$ cat src/rtl/seven_seg_pkg.sv
// Shared 7-segment definitions: scanner states, blank pattern and glyphs.
// Patterns are {g,f,e,d,c,b,a}, active-high.
package seven_seg_pkg;

    typedef enum logic [1:0] {
        IDLE  = 2'd0,
        BLANK = 2'd1,
        SHOW  = 2'd2
    } state_t;

    localparam logic [6:0] SEG_OFF = 7'b0000000;

    localparam logic [6:0] SEG_d = 7'b1011110;
    localparam logic [6:0] SEG_r = 7'b1010000;
    localparam logic [6:0] SEG_o = 7'b1011100;
    localparam logic [6:0] SEG_P = 7'b1110011;
    localparam logic [6:0] SEG_H = 7'b1110110;
    localparam logic [6:0] SEG_t = 7'b1111000;
    localparam logic [6:0] SEG_C = 7'b0111001;
    localparam logic [6:0] SEG_L = 7'b0111000;

endpackage

$ cat src/rtl/seven_seg_slot_timer.sv
// Slot counter and digit index for the scanner. Exposes next-cycle index and
// frame-end so the top can register its outputs in step with the timer.
module seven_seg_slot_timer #(
    parameter int CLK_DIV   = 50000,
    parameter int BLANK_CYC = 16
) (
    input  logic       clk,
    input  logic       rst_n,
    input  logic       start,
    input  logic       run,
    output logic [1:0] idx_nxt,
    output logic       blank_end,
    output logic       slot_end,
    output logic       frame_end,
    output logic       frame_end_nxt
);

    localparam int CW = $clog2(CLK_DIV);
    localparam logic [CW-1:0] LAST      = CW'(CLK_DIV - 1);
    localparam logic [CW-1:0] BLANK_END = CW'(BLANK_CYC - 1);

    logic [CW-1:0] cnt, cnt_nxt;
    logic [1:0]    idx;

    assign blank_end = (cnt == BLANK_END);
    assign slot_end  = (cnt == LAST);
    assign frame_end = slot_end && (idx == 2'd3);

    always_comb begin
        cnt_nxt = cnt;
        idx_nxt = idx;
        if (start) begin
            cnt_nxt = '0;
            idx_nxt = 2'd0;
        end else if (run) begin
            if (slot_end) begin
                cnt_nxt = '0;
                idx_nxt = idx + 2'd1;
            end else begin
                cnt_nxt = cnt + CW'(1);
            end
        end
    end

    assign frame_end_nxt = (cnt_nxt == LAST) && (idx_nxt == 2'd3);

    always_ff @(posedge clk or negedge rst_n) begin
        if (!rst_n) begin
            cnt <= '0;
            idx <= 2'd0;
        end else begin
            cnt <= cnt_nxt;
            idx <= idx_nxt;
        end
    end

endmodule

$ cat src/rtl/seven_seg_scanner.sv
// Four-digit multiplexed 7-seg scanner with per-slot blanking and
// frame-aligned double buffering of the pattern set and drop flag.
module seven_seg_scanner
    import seven_seg_pkg::*;
#(
    parameter int CLK_DIV        = 50000,
    parameter int BLANK_CYC      = 16,
    parameter int SEG_ACTIVE_LOW = 0
) (
    input  logic       clk,
    input  logic       rst_n,
    input  logic       load,
    input  logic [6:0] seg1,
    input  logic [6:0] seg2,
    input  logic [6:0] seg3,
    input  logic [6:0] seg4,
    input  logic       drop_in,
    output logic [6:0] seg_out,
    output logic [3:0] dig_en,
    output logic       drop_led,
    output logic       frame_done
);

    localparam bit         INV     = (SEG_ACTIVE_LOW != 0);
    localparam logic [6:0] PIN_OFF = INV ? ~SEG_OFF : SEG_OFF;

    state_t           state, state_nxt;
    logic [3:0][6:0]  in_set, disp, shadow;
    logic             disp_drop, shadow_drop, pending;
    logic [1:0]       idx_nxt;
    logic             blank_end, slot_end, frame_end, frame_end_nxt;
    logic             boundary, show_nxt;
    logic [6:0]       pat;

    assign in_set   = {seg4, seg3, seg2, seg1};
    assign boundary = (state == SHOW) && frame_end;

    seven_seg_slot_timer #(
        .CLK_DIV  (CLK_DIV),
        .BLANK_CYC(BLANK_CYC)
    ) u_timer (
        .clk          (clk),
        .rst_n        (rst_n),
        .start        ((state == IDLE) && load),
        .run          (state != IDLE),
        .idx_nxt      (idx_nxt),
        .blank_end    (blank_end),
        .slot_end     (slot_end),
        .frame_end    (frame_end),
        .frame_end_nxt(frame_end_nxt)
    );

    always_comb begin
        state_nxt = state;
        case (state)
            IDLE:    if (load)      state_nxt = BLANK;
            BLANK:   if (blank_end) state_nxt = SHOW;
            SHOW:    if (slot_end)  state_nxt = BLANK;
            default:                state_nxt = IDLE;
        endcase
    end

    // A load at a frame boundary (or from idle) goes straight to the display
    // set; any other load parks in the shadow until the next boundary.
    always_ff @(posedge clk or negedge rst_n) begin
        if (!rst_n) begin
            state       <= IDLE;
            disp        <= '0;
            disp_drop   <= 1'b0;
            shadow      <= '0;
            shadow_drop <= 1'b0;
            pending     <= 1'b0;
        end else begin
            state <= state_nxt;
            if (load && (state == IDLE || boundary)) begin
                disp      <= in_set;
                disp_drop <= drop_in;
                pending   <= 1'b0;
            end else if (load) begin
                shadow      <= in_set;
                shadow_drop <= drop_in;
                pending     <= 1'b1;
            end else if (boundary && pending) begin
                disp      <= shadow;
                disp_drop <= shadow_drop;
                pending   <= 1'b0;
            end
        end
    end

    // Outputs are registered from next-cycle state so they align with it;
    // the display set only changes on edges that lead into BLANK.
    assign show_nxt = (state_nxt == SHOW);
    assign pat      = show_nxt ? disp[idx_nxt] : SEG_OFF;

    always_ff @(posedge clk or negedge rst_n) begin
        if (!rst_n) begin
            seg_out    <= PIN_OFF;
            dig_en     <= 4'b0000;
            frame_done <= 1'b0;
        end else begin
            seg_out    <= INV ? ~pat : pat;
            dig_en     <= show_nxt ? (4'b0001 << idx_nxt) : 4'b0000;
            frame_done <= show_nxt && frame_end_nxt;
        end
    end

    assign drop_led = disp_drop;

endmodule

$ cat config.mk
export PLATFORM = sky130hd
export DESIGN_NAME = seven_seg_scanner
export DESIGN_NICKNAME = d
export VERILOG_FILES = /design/src/rtl/seven_seg_pkg.sv /design/src/rtl/seven_seg_slot_timer.sv /design/src/rtl/seven_seg_scanner.sv
export SDC_FILE = /design/constraint.sdc
export NUM_CORES = 1
export LEC_CHECK = 0
export ABC_AREA = 1
export BUFFER_PORTS_ARGS = -buffer_cell sky130_fd_sc_hd__buf_2
export CAP_MARGIN = 15
export CORE_ASPECT_RATIO = 1.25
export CORE_MARGIN = 10
export CORE_UTILIZATION = 35
export CTS_BUF_LIST = sky130_fd_sc_hd__clkbuf_8
export DETAILED_ROUTE_END_ITERATION = 10
export GPL_ROUTABILITY_DRIVEN = 0
export HOLD_SLACK_MARGIN = 0.08
export PLACE_DENSITY_LB_ADDON = 0.12
export SYNTH_ARGS = -nofsm -noshare
export SYNTH_HDL_FRONTEND = slang
export SYNTH_SLANG_ARGS = --single-unit
export TNS_END_PERCENT = 50
$ cat constraint.sdc
create_clock -name clk -period 1.7 [get_ports clk]
set_input_delay 0.34 -clock clk [delete_from_list [all_inputs] [get_ports clk]]
set_output_delay 0.34 -clock clk [all_outputs]
set_load 0.01 [all_outputs]
==> results of run 1 <==
-- cell families after synthesis --
| group | Yosys count |
|---|---|
| simple gates | 346 |
| compound gates | 41 |
| buf+inv | 80 |
| fa+ha+maj | 2 |
| xor+xnor | 3 |
| flops | 91 |
-- synthesized netlist by cell type (2+ instances only) --
cell type                  instances  area (um^2)
sky130_fd_sc_hd__ha_1              2         25.0
sky130_fd_sc_hd__nor2_1           31          116
sky130_fd_sc_hd__o211ai_1         14          105
sky130_fd_sc_hd__nand3_4           2         35.0
sky130_fd_sc_hd__nand3_2          11          110
sky130_fd_sc_hd__nand2_2          12         75.1
sky130_fd_sc_hd__a21oi_1          10         50.1
sky130_fd_sc_hd__buf_2            12         60.1
sky130_fd_sc_hd__buf_4             2         15.0
sky130_fd_sc_hd__nand4_1           4         25.0
sky130_fd_sc_hd__nand3b_1          2         15.0
sky130_fd_sc_hd__nor2_4            2         22.5
sky130_fd_sc_hd__nand2_1         193          724
sky130_fd_sc_hd__nand2_4           2         22.5
sky130_fd_sc_hd__nor3_1            7         35.0
sky130_fd_sc_hd__inv_1            53          199
sky130_fd_sc_hd__xor2_1            2         17.5
sky130_fd_sc_hd__dfrtp_1          91         2280
sky130_fd_sc_hd__nand3_1          73          365
sky130_fd_sc_hd__inv_4             2         12.5
sky130_fd_sc_hd__buf_6             3         33.8
sky130_fd_sc_hd__o21ai_0          14         70.1
sky130_fd_sc_hd__nor2_2            2         12.5
sky130_fd_sc_hd__clkbuf_1          4         15.0
-- worst min-delay path: cells and delay by family --
family	cells	cell delay (ps)
buffers and inverters	1	90
and+or+nand+nor	2	120
-- where the power goes --
group	total, W	leakage (nW)	switching [W]	internal (W)
sequential	0.00334	1.16	0.000505	0.00284
clock	0.00132	0.0882	0.000793	0.000527
combinational	0.00268	1.85	0.00148	0.00120
-- routing by layer --
| layer | vias up | GRT usage [%] | routed length [um] |
|---|---|---|---|
| met5 | - | 0 | 0 |
| met4 | 0 | 5.32 | 235 |
| met3 | 16 | 2.59 | 331 |
| met2 | 63 | 25.4 | 6820 |
| met1 | 1956 | 16.6 | 5340 |
| li1 | 2004 | - | - |
-- state kept, by name, summed over array words and instances (netlist names) --
signal       flops
u_timer.cnt     16
state            2
pending          1
seg_out          7
drop_led         1
shadow          28
shadow_drop      1
dig_en           4
frame_done       1
disp            28
u_timer.idx      2
-- worst min path at each step --
stage,start,to,cells after the start
after floorplan,rst_n,dig_en[0],0
after global placement,rst_n,u_timer.cnt[3],2
after detailed placement,rst_n,u_timer.cnt[2],2
after CTS,seg3[1],disp[15],3
after global routing,seg3[1],disp[15],3
final,seg3[4],disp[18],3
-- repair_timing --
item / 4_1_cts / 5_1_grt
gates cloned: 0 / 3
endpoints found under the setup margin: 57 / 75
resized for setup: 37 / 14
hold endpoints to repair: 91 / 0
pin swaps: 11 / 12
hold buffers: 1 / 0
setup buffers: 2 / 0
-- cell type report --
class / instances / area [um^2] / area share, %
Timing Repair Buffer: 116 / 923 / 15.7
Multi-Input combinational cell: 392 / 2060 / 35.1
Sequential cell: 91 / 2280 / 38.8
Tap cell: 168 / 210 / 3.58
Clock inverter: 7 / 45.0 / 0.767
Clock buffer: 9 / 124 / 2.11
Inverter: 57 / 230 / 3.92
-- per-stage QoR --
stage               power (W)  TNS, ps  setup slack, ps  hold WS [ps]
floorplan             0.00474     -399            -39.9          44.4
global placement      0.00577    -1560             -123           436
detailed placement    0.00579    -3000             -210           434
CTS                   0.00722    -1740            -75.8           190
global route          0.00794    -8100             -235           202
finish                0.00735     -989            -90.4           215
==> metrics.yaml, run 1 <==
place:
  dpl.hpwl_mm: 8.88
  dpl_cell_area_mm2: 0.00544
  dp_cells: 818
  buffer_ports.inserted: 44
synth:
  syn_area_mm2: 0.00454
  synthCells: 563
  synth_async_sr_flop_share_pct: 100
  syn_nets: 597
  synth_compound_gate_area_share_pct: 5.37
  synth_warnings: 0
  synth-seq-cells: 91
  post_synth_xor_area_fraction_pct: 0.578
  ys.flop_type: "sky130_fd_sc_hd__dfrtp_1"
  syn_avg_cell_area_um2: 8.07
  number_of_unique_standard_cell_types_used_by_synthesis: 37
  synth_sequential_area_ratio_pct: 50.1
  synth_mux_area_share_pct: 0
  post_synth_adder_cell_area_pct: 0.551
  combinational_family_with_the_most_area_after_synthesis: "simple AND/OR/NAND/NOR gates"
  synth-simple-area-share_pct: 35.7
  synth_edf_count: 0
worst_setup_path:
  timing.critical_path.depth: 12
  slowest_delay_ps: 400
  path_max_fanout: 5
  worstPathArrival_ps: 2080
  first_element_of_the_critical_path: "u_timer.cnt[1]"
  regToRegEndpoint: "seg_out[2]"
  worstSetupStartpointType: "register"
  r2r-start: "u_timer.cnt[1]"
  worstPathRequired_ps: 1990
  worst_setup_path_endpoint: "seg_out[2]"
  reg2reg_setup_slack_ps: -90
  path_buf_inv: 3
  critical_path.slowest_cell: "sky130_fd_sc_hd__dfrtp_1"
  r2r.worst_path.cells: 12
  setup.worst_path.class: "register to register"
  timing.critical_path.cells: "ha_4, nand3_4, nor2_8, buf_6, nand4_1, nand2_2, buf_12, buf_12, nand2_2, nand2_1, nand2_1, a21oi_2"
  crit_path_leading_delay_family: "simple AND/OR/NAND/NOR gates"
  crit_path_end_kind: "register"
clock_tree:
  clk_pin_slew_ps: 100
  cts.root.buffer_cell: "sky130_fd_sc_hd__clkbuf_8"
  clkSinkCount: 91
  clock_latency_ps: 360
  cts_buffer_depth: 2
  number_of_buffers_created_by_cts: 9
  tritoncts: "yes"
  h-tree-depth: 3
route:
  drt_drc_violations_left: 0
  wl_per_cell_um: 15.2
  postRouteAntennaNets: 0
  drt-total-wl_mm: 12.7
  number_of_violations_reported_at_the_end_of_detailed_routing_iteration_0: 250
  routed_via_density: 4.81
  routed-via-count: 4039
  drt_first_pass_iters: 5
die:
  dieHeight_um: 147
  floorplan.die.width_um: 122
  die_area_mm2: 0.0180
  starting_density_pct: 35.7
  ioPinCount: 45
  std_cell_rows: 46
  design.core.area_mm2: 0.0127
finish:
  fillCellCount: 1289
  layout.nets: 701
  final_core_util_pct: 46.2
  commonest_non_fill_non_tap_cell_in_the_layout: "sky130_fd_sc_hd__nand2_1"
  layout_common_cells: "sky130_fd_sc_hd__nand2_1 (178), sky130_fd_sc_hd__dfrtp_1 (90), sky130_fd_sc_hd__nand3_1 (72), sky130_fd_sc_hd__buf_4 (58), sky130_fd_sc_hd__inv_1 (53)"
  antenna-diode-count: 0
  post_route_cells_drive_above_1_share_pct: 30.1
  area_growth_from_synthesis_to_layout_pct: 29.2
  post-route-cell-area_mm2: 0.00587
  finalNonFillerCells: 840
global_routing:
  grt_use_total_pct: 14.3
  grt_remaining_overflow: 0
  antenna_violations_before_repair: 0
  vias_in_the_first_global_route: 4135
  largest_net_degree_at_the_start_of_global_routing: 92
  first_pass_grt_wire_length_mm: 20.6
pwr:
  power.leakage_nw: 3.09
  vdd_ir_drop_max_mv: 0.568
  pwr_density_cell_mw_per_mm2: 1250
outcome:
  failed_checks: "negative setup slack"
  status: "complete, but fails checks"
sta:
  period_share_pct: 105
  final-max-slew-violation-count: 0
  setup_viol_count_final: 36
  finalClockSkew_ps: 11.8
  maxClockFrequency_mhz: 559
  fin_crit_ps: 1790
  final.setup.worst_slack_ps: -90.4
  timing.final.hold_violations: 0
  rsz_0062_raised_after_global_routing: "yes"
  worstMarginPinSlew_ps: 513
  worst_slew_margin_rel_pct: 65.8
min_path:
  holdCritPathClass: "primary input to register"
job:
  cap_violations: 0
No activity file was read; power rests on OpenSTA's default activity.
==> inputs of run 2 (changes only) <==
--- a/config.mk
+++ b/config.mk
@@ -8,9 +8,11 @@
 export ABC_AREA = 1
 export BUFFER_PORTS_ARGS = -buffer_cell sky130_fd_sc_hd__buf_2
 export CAP_MARGIN = 15
+export CELL_PAD_IN_SITES_DETAIL_PLACEMENT = 0
+export CELL_PAD_IN_SITES_GLOBAL_PLACEMENT = 2
 export CORE_ASPECT_RATIO = 1.25
 export CORE_MARGIN = 10
-export CORE_UTILIZATION = 35
+export CORE_UTILIZATION = 33
 export CTS_BUF_LIST = sky130_fd_sc_hd__clkbuf_8
 export DETAILED_ROUTE_END_ITERATION = 10
 export GPL_ROUTABILITY_DRIVEN = 0
==> run 2 against run 1 <==
Effect of this change:
- the flow still finishes with violations (negative setup slack)
- final cell count up 2.4%
- power increased by 6.3%
- utilization shrank 0.29 points
- count of clock-buffer cells in the layout stayed put
- clock power rose by 20%
- fmax down 3.3%
- die area grew 5.1%
- clock skew about the same
- largest power group unchanged
- highest routed layer unchanged
==> metrics.yaml, run 2 (same netlist as run 1, synthesis figures left out) <==
outcome:
  status: "complete, but fails checks"
  failed_checks: "negative setup slack"
global_routing:
  first_pass_grt_wire_length_mm: 22.2
  vias_in_the_first_global_route: 4340
  grt_use_total_pct: 14.5
  grt_remaining_overflow: 0
  largest_net_degree_at_the_start_of_global_routing: 51
  antenna_violations_before_repair: 0
worst_setup_path:
  r2r-start: "u_timer.cnt[1]"
  reg2reg_setup_slack_ps: -150
  worstPathArrival_ps: 2090
  critical_path.slowest_cell: "sky130_fd_sc_hd__dfrtp_1"
  crit_path_leading_delay_family: "simple AND/OR/NAND/NOR gates"
  worstSetupStartpointType: "register"
  path_buf_inv: 3
  setup.worst_path.class: "register to register"
  path_max_fanout: 10
  slowest_delay_ps: 400
  timing.critical_path.cells: "ha_4, nand3_4, nor2_8, buf_12, nand4_4, nand2_4, nand2_4, inv_4, nor2_4, buf_12, nand2_1, o211ai_1"
  crit_path_end_kind: "register"
  timing.critical_path.depth: 12
  regToRegEndpoint: "disp[2]"
  r2r.worst_path.cells: 12
  worstPathRequired_ps: 1940
die:
  die_area_mm2: 0.0189
  floorplan.die.width_um: 125
  starting_density_pct: 34.0
  design.core.area_mm2: 0.0133
  ioPinCount: 45
  std_cell_rows: 47
  dieHeight_um: 151
sta:
  finalClockSkew_ps: 11.5
  setup_viol_count_final: 66
  final-max-slew-violation-count: 0
  worstMarginPinSlew_ps: 364
  hold-worst-slack_ps: 212
  rsz_0062_raised_after_global_routing: "yes"
  fin_crit_ps: 1850
  timing.final.hold_violations: 0
  final.setup.worst_slack_ps: -151
  period_share_pct: 109
  maxClockFrequency_mhz: 540
  worst_slew_margin_rel_pct: 75.6
min_path:
  holdCritPathClass: "primary input to register"
  whs_path_depth: 3
  hold_path.startpoint: "seg4[2]"
  hold-path-endpoint: "disp[23]"
clock_tree:
  h-tree-depth: 3
  clk_pin_slew_ps: 100
  number_of_buffers_created_by_cts: 9
  cts.root.buffer_cell: "sky130_fd_sc_hd__clkbuf_8"
  tritoncts: "yes"
  clock_latency_ps: 360
  cts_buffer_depth: 2
  clkSinkCount: 91
finish:
  post-route-cell-area_mm2: 0.00612
  area_growth_from_synthesis_to_layout_pct: 34.8
  post_route_cells_drive_above_1_share_pct: 32.2
  antenna-diode-count: 0
  layout.nets: 719
  layout_common_cells: "sky130_fd_sc_hd__nand2_1 (178), sky130_fd_sc_hd__dfrtp_1 (90), sky130_fd_sc_hd__nand3_1 (70), sky130_fd_sc_hd__buf_4 (69), sky130_fd_sc_hd__inv_1 (53)"
  commonest_non_fill_non_tap_cell_in_the_layout: "sky130_fd_sc_hd__nand2_1"
  final_core_util_pct: 45.9
  biggestRegsByFlops: "disp: 28 flops, shadow: 28 flops, u_timer.cnt: 16 flops"
route:
  wl_per_cell_um: 15.7
  postRouteAntennaNets: 0
  number_of_violations_reported_at_the_end_of_detailed_routing_iteration_0: 229
  drt-total-wl_mm: 13.5
  drt_drc_violations_left: 0
  routed-via-count: 4050
  routed_via_density: 4.71
  drt_first_pass_iters: 4
place:
  detailedPlace.worstSlack_ps: -185
  dpl_cell_area_mm2: 0.00552
  dpl.hpwl_mm: 9.70
  buffer_ports.inserted: 44
pwr:
  vdd_ir_drop_max_mv: 0.572
  power.leakage_nw: 3.22
  pwr_density_cell_mw_per_mm2: 1270
job:
  cap_violations: 0
==> run 2: report_power, final <==
| part | internal, W | switching [W] | leakage (nW) |
|---|---|---|---|
| clock network | 0.000814 | 0.000780 | 0.110 |
| registers | 0.00284 | 0.000500 | 1.16 |
| logic | 0.00135 | 0.00153 | 1.96 |
| total | 0.00500 | 0.00281 | 3.22 |
==> run 2: worst max-delay path by stage <==
stage / slack (ps) / endpoint / start
floorplan: -40 / disp[10] / u_timer.cnt[1]
global route: -270 / disp[1] / u_timer.cnt[1]
CTS: -100 / frame_done / u_timer.cnt[1]
detailed placement: -190 / frame_done / u_timer.cnt[4]
global placement: -120 / frame_done / u_timer.cnt[0]
finish: -150 / disp[2] / u_timer.cnt[1]
==> run 2: per-stage QoR <==
step,power (W),setup TNS (ps),cells
2_1_floorplan,0.00474,-399,563
4_1_cts,0.00775,-1560,856
3_3_place_gp,0.00591,-3340,831
5_1_grt,0.00841,-14570,860
6_report,0.00781,-6200,860
3_5_place_dp,0.00594,-4100,831
==> run 2: metal layers <==
metal  track usage (%)  vias to the layer above  wire, um
met5                 0                        -         0
met4              4.84                        0       259
met3              2.62                       14       450
met2              27.6                       62      7320
met1              15.9                     1934      5480
li1                  -                     2040         -
==> run 2: final cells by class <==
type                       count  area, um^2
sequential                    91        2280
fill                        1322        7220
timing repair buffer         134        1110
clock buffer                   9         124
multi-input combinational    392        2090
clock inverter                 6        82.6
tap                          171         214
inverter                      57         224
==> run 2: worst register-to-register path, cell delays in order (launching register included) <==
cell and delay (ps):
sky130_fd_sc_hd__dfrtp_1 400, sky130_fd_sc_hd__ha_4 160, sky130_fd_sc_hd__nand3_4 120, sky130_fd_sc_hd__nor2_8 180
sky130_fd_sc_hd__buf_12 120, sky130_fd_sc_hd__nand4_4 110, sky130_fd_sc_hd__nand2_4 120, sky130_fd_sc_hd__nand2_4 70
sky130_fd_sc_hd__inv_4 80, sky130_fd_sc_hd__nor2_4 60, sky130_fd_sc_hd__buf_12 150, sky130_fd_sc_hd__nand2_1 70
sky130_fd_sc_hd__o211ai_1 80
==> run 2: repair_timing <==
action                     in CTS  in global routing
pin swaps                       7                  5
buffers inserted                6                  3
gates resized for setup        30                 36
setup endpoints to repair      66                 77
cloned                          3                  1
hold endpoints to repair       91                  0
hold buffers                    1                  0
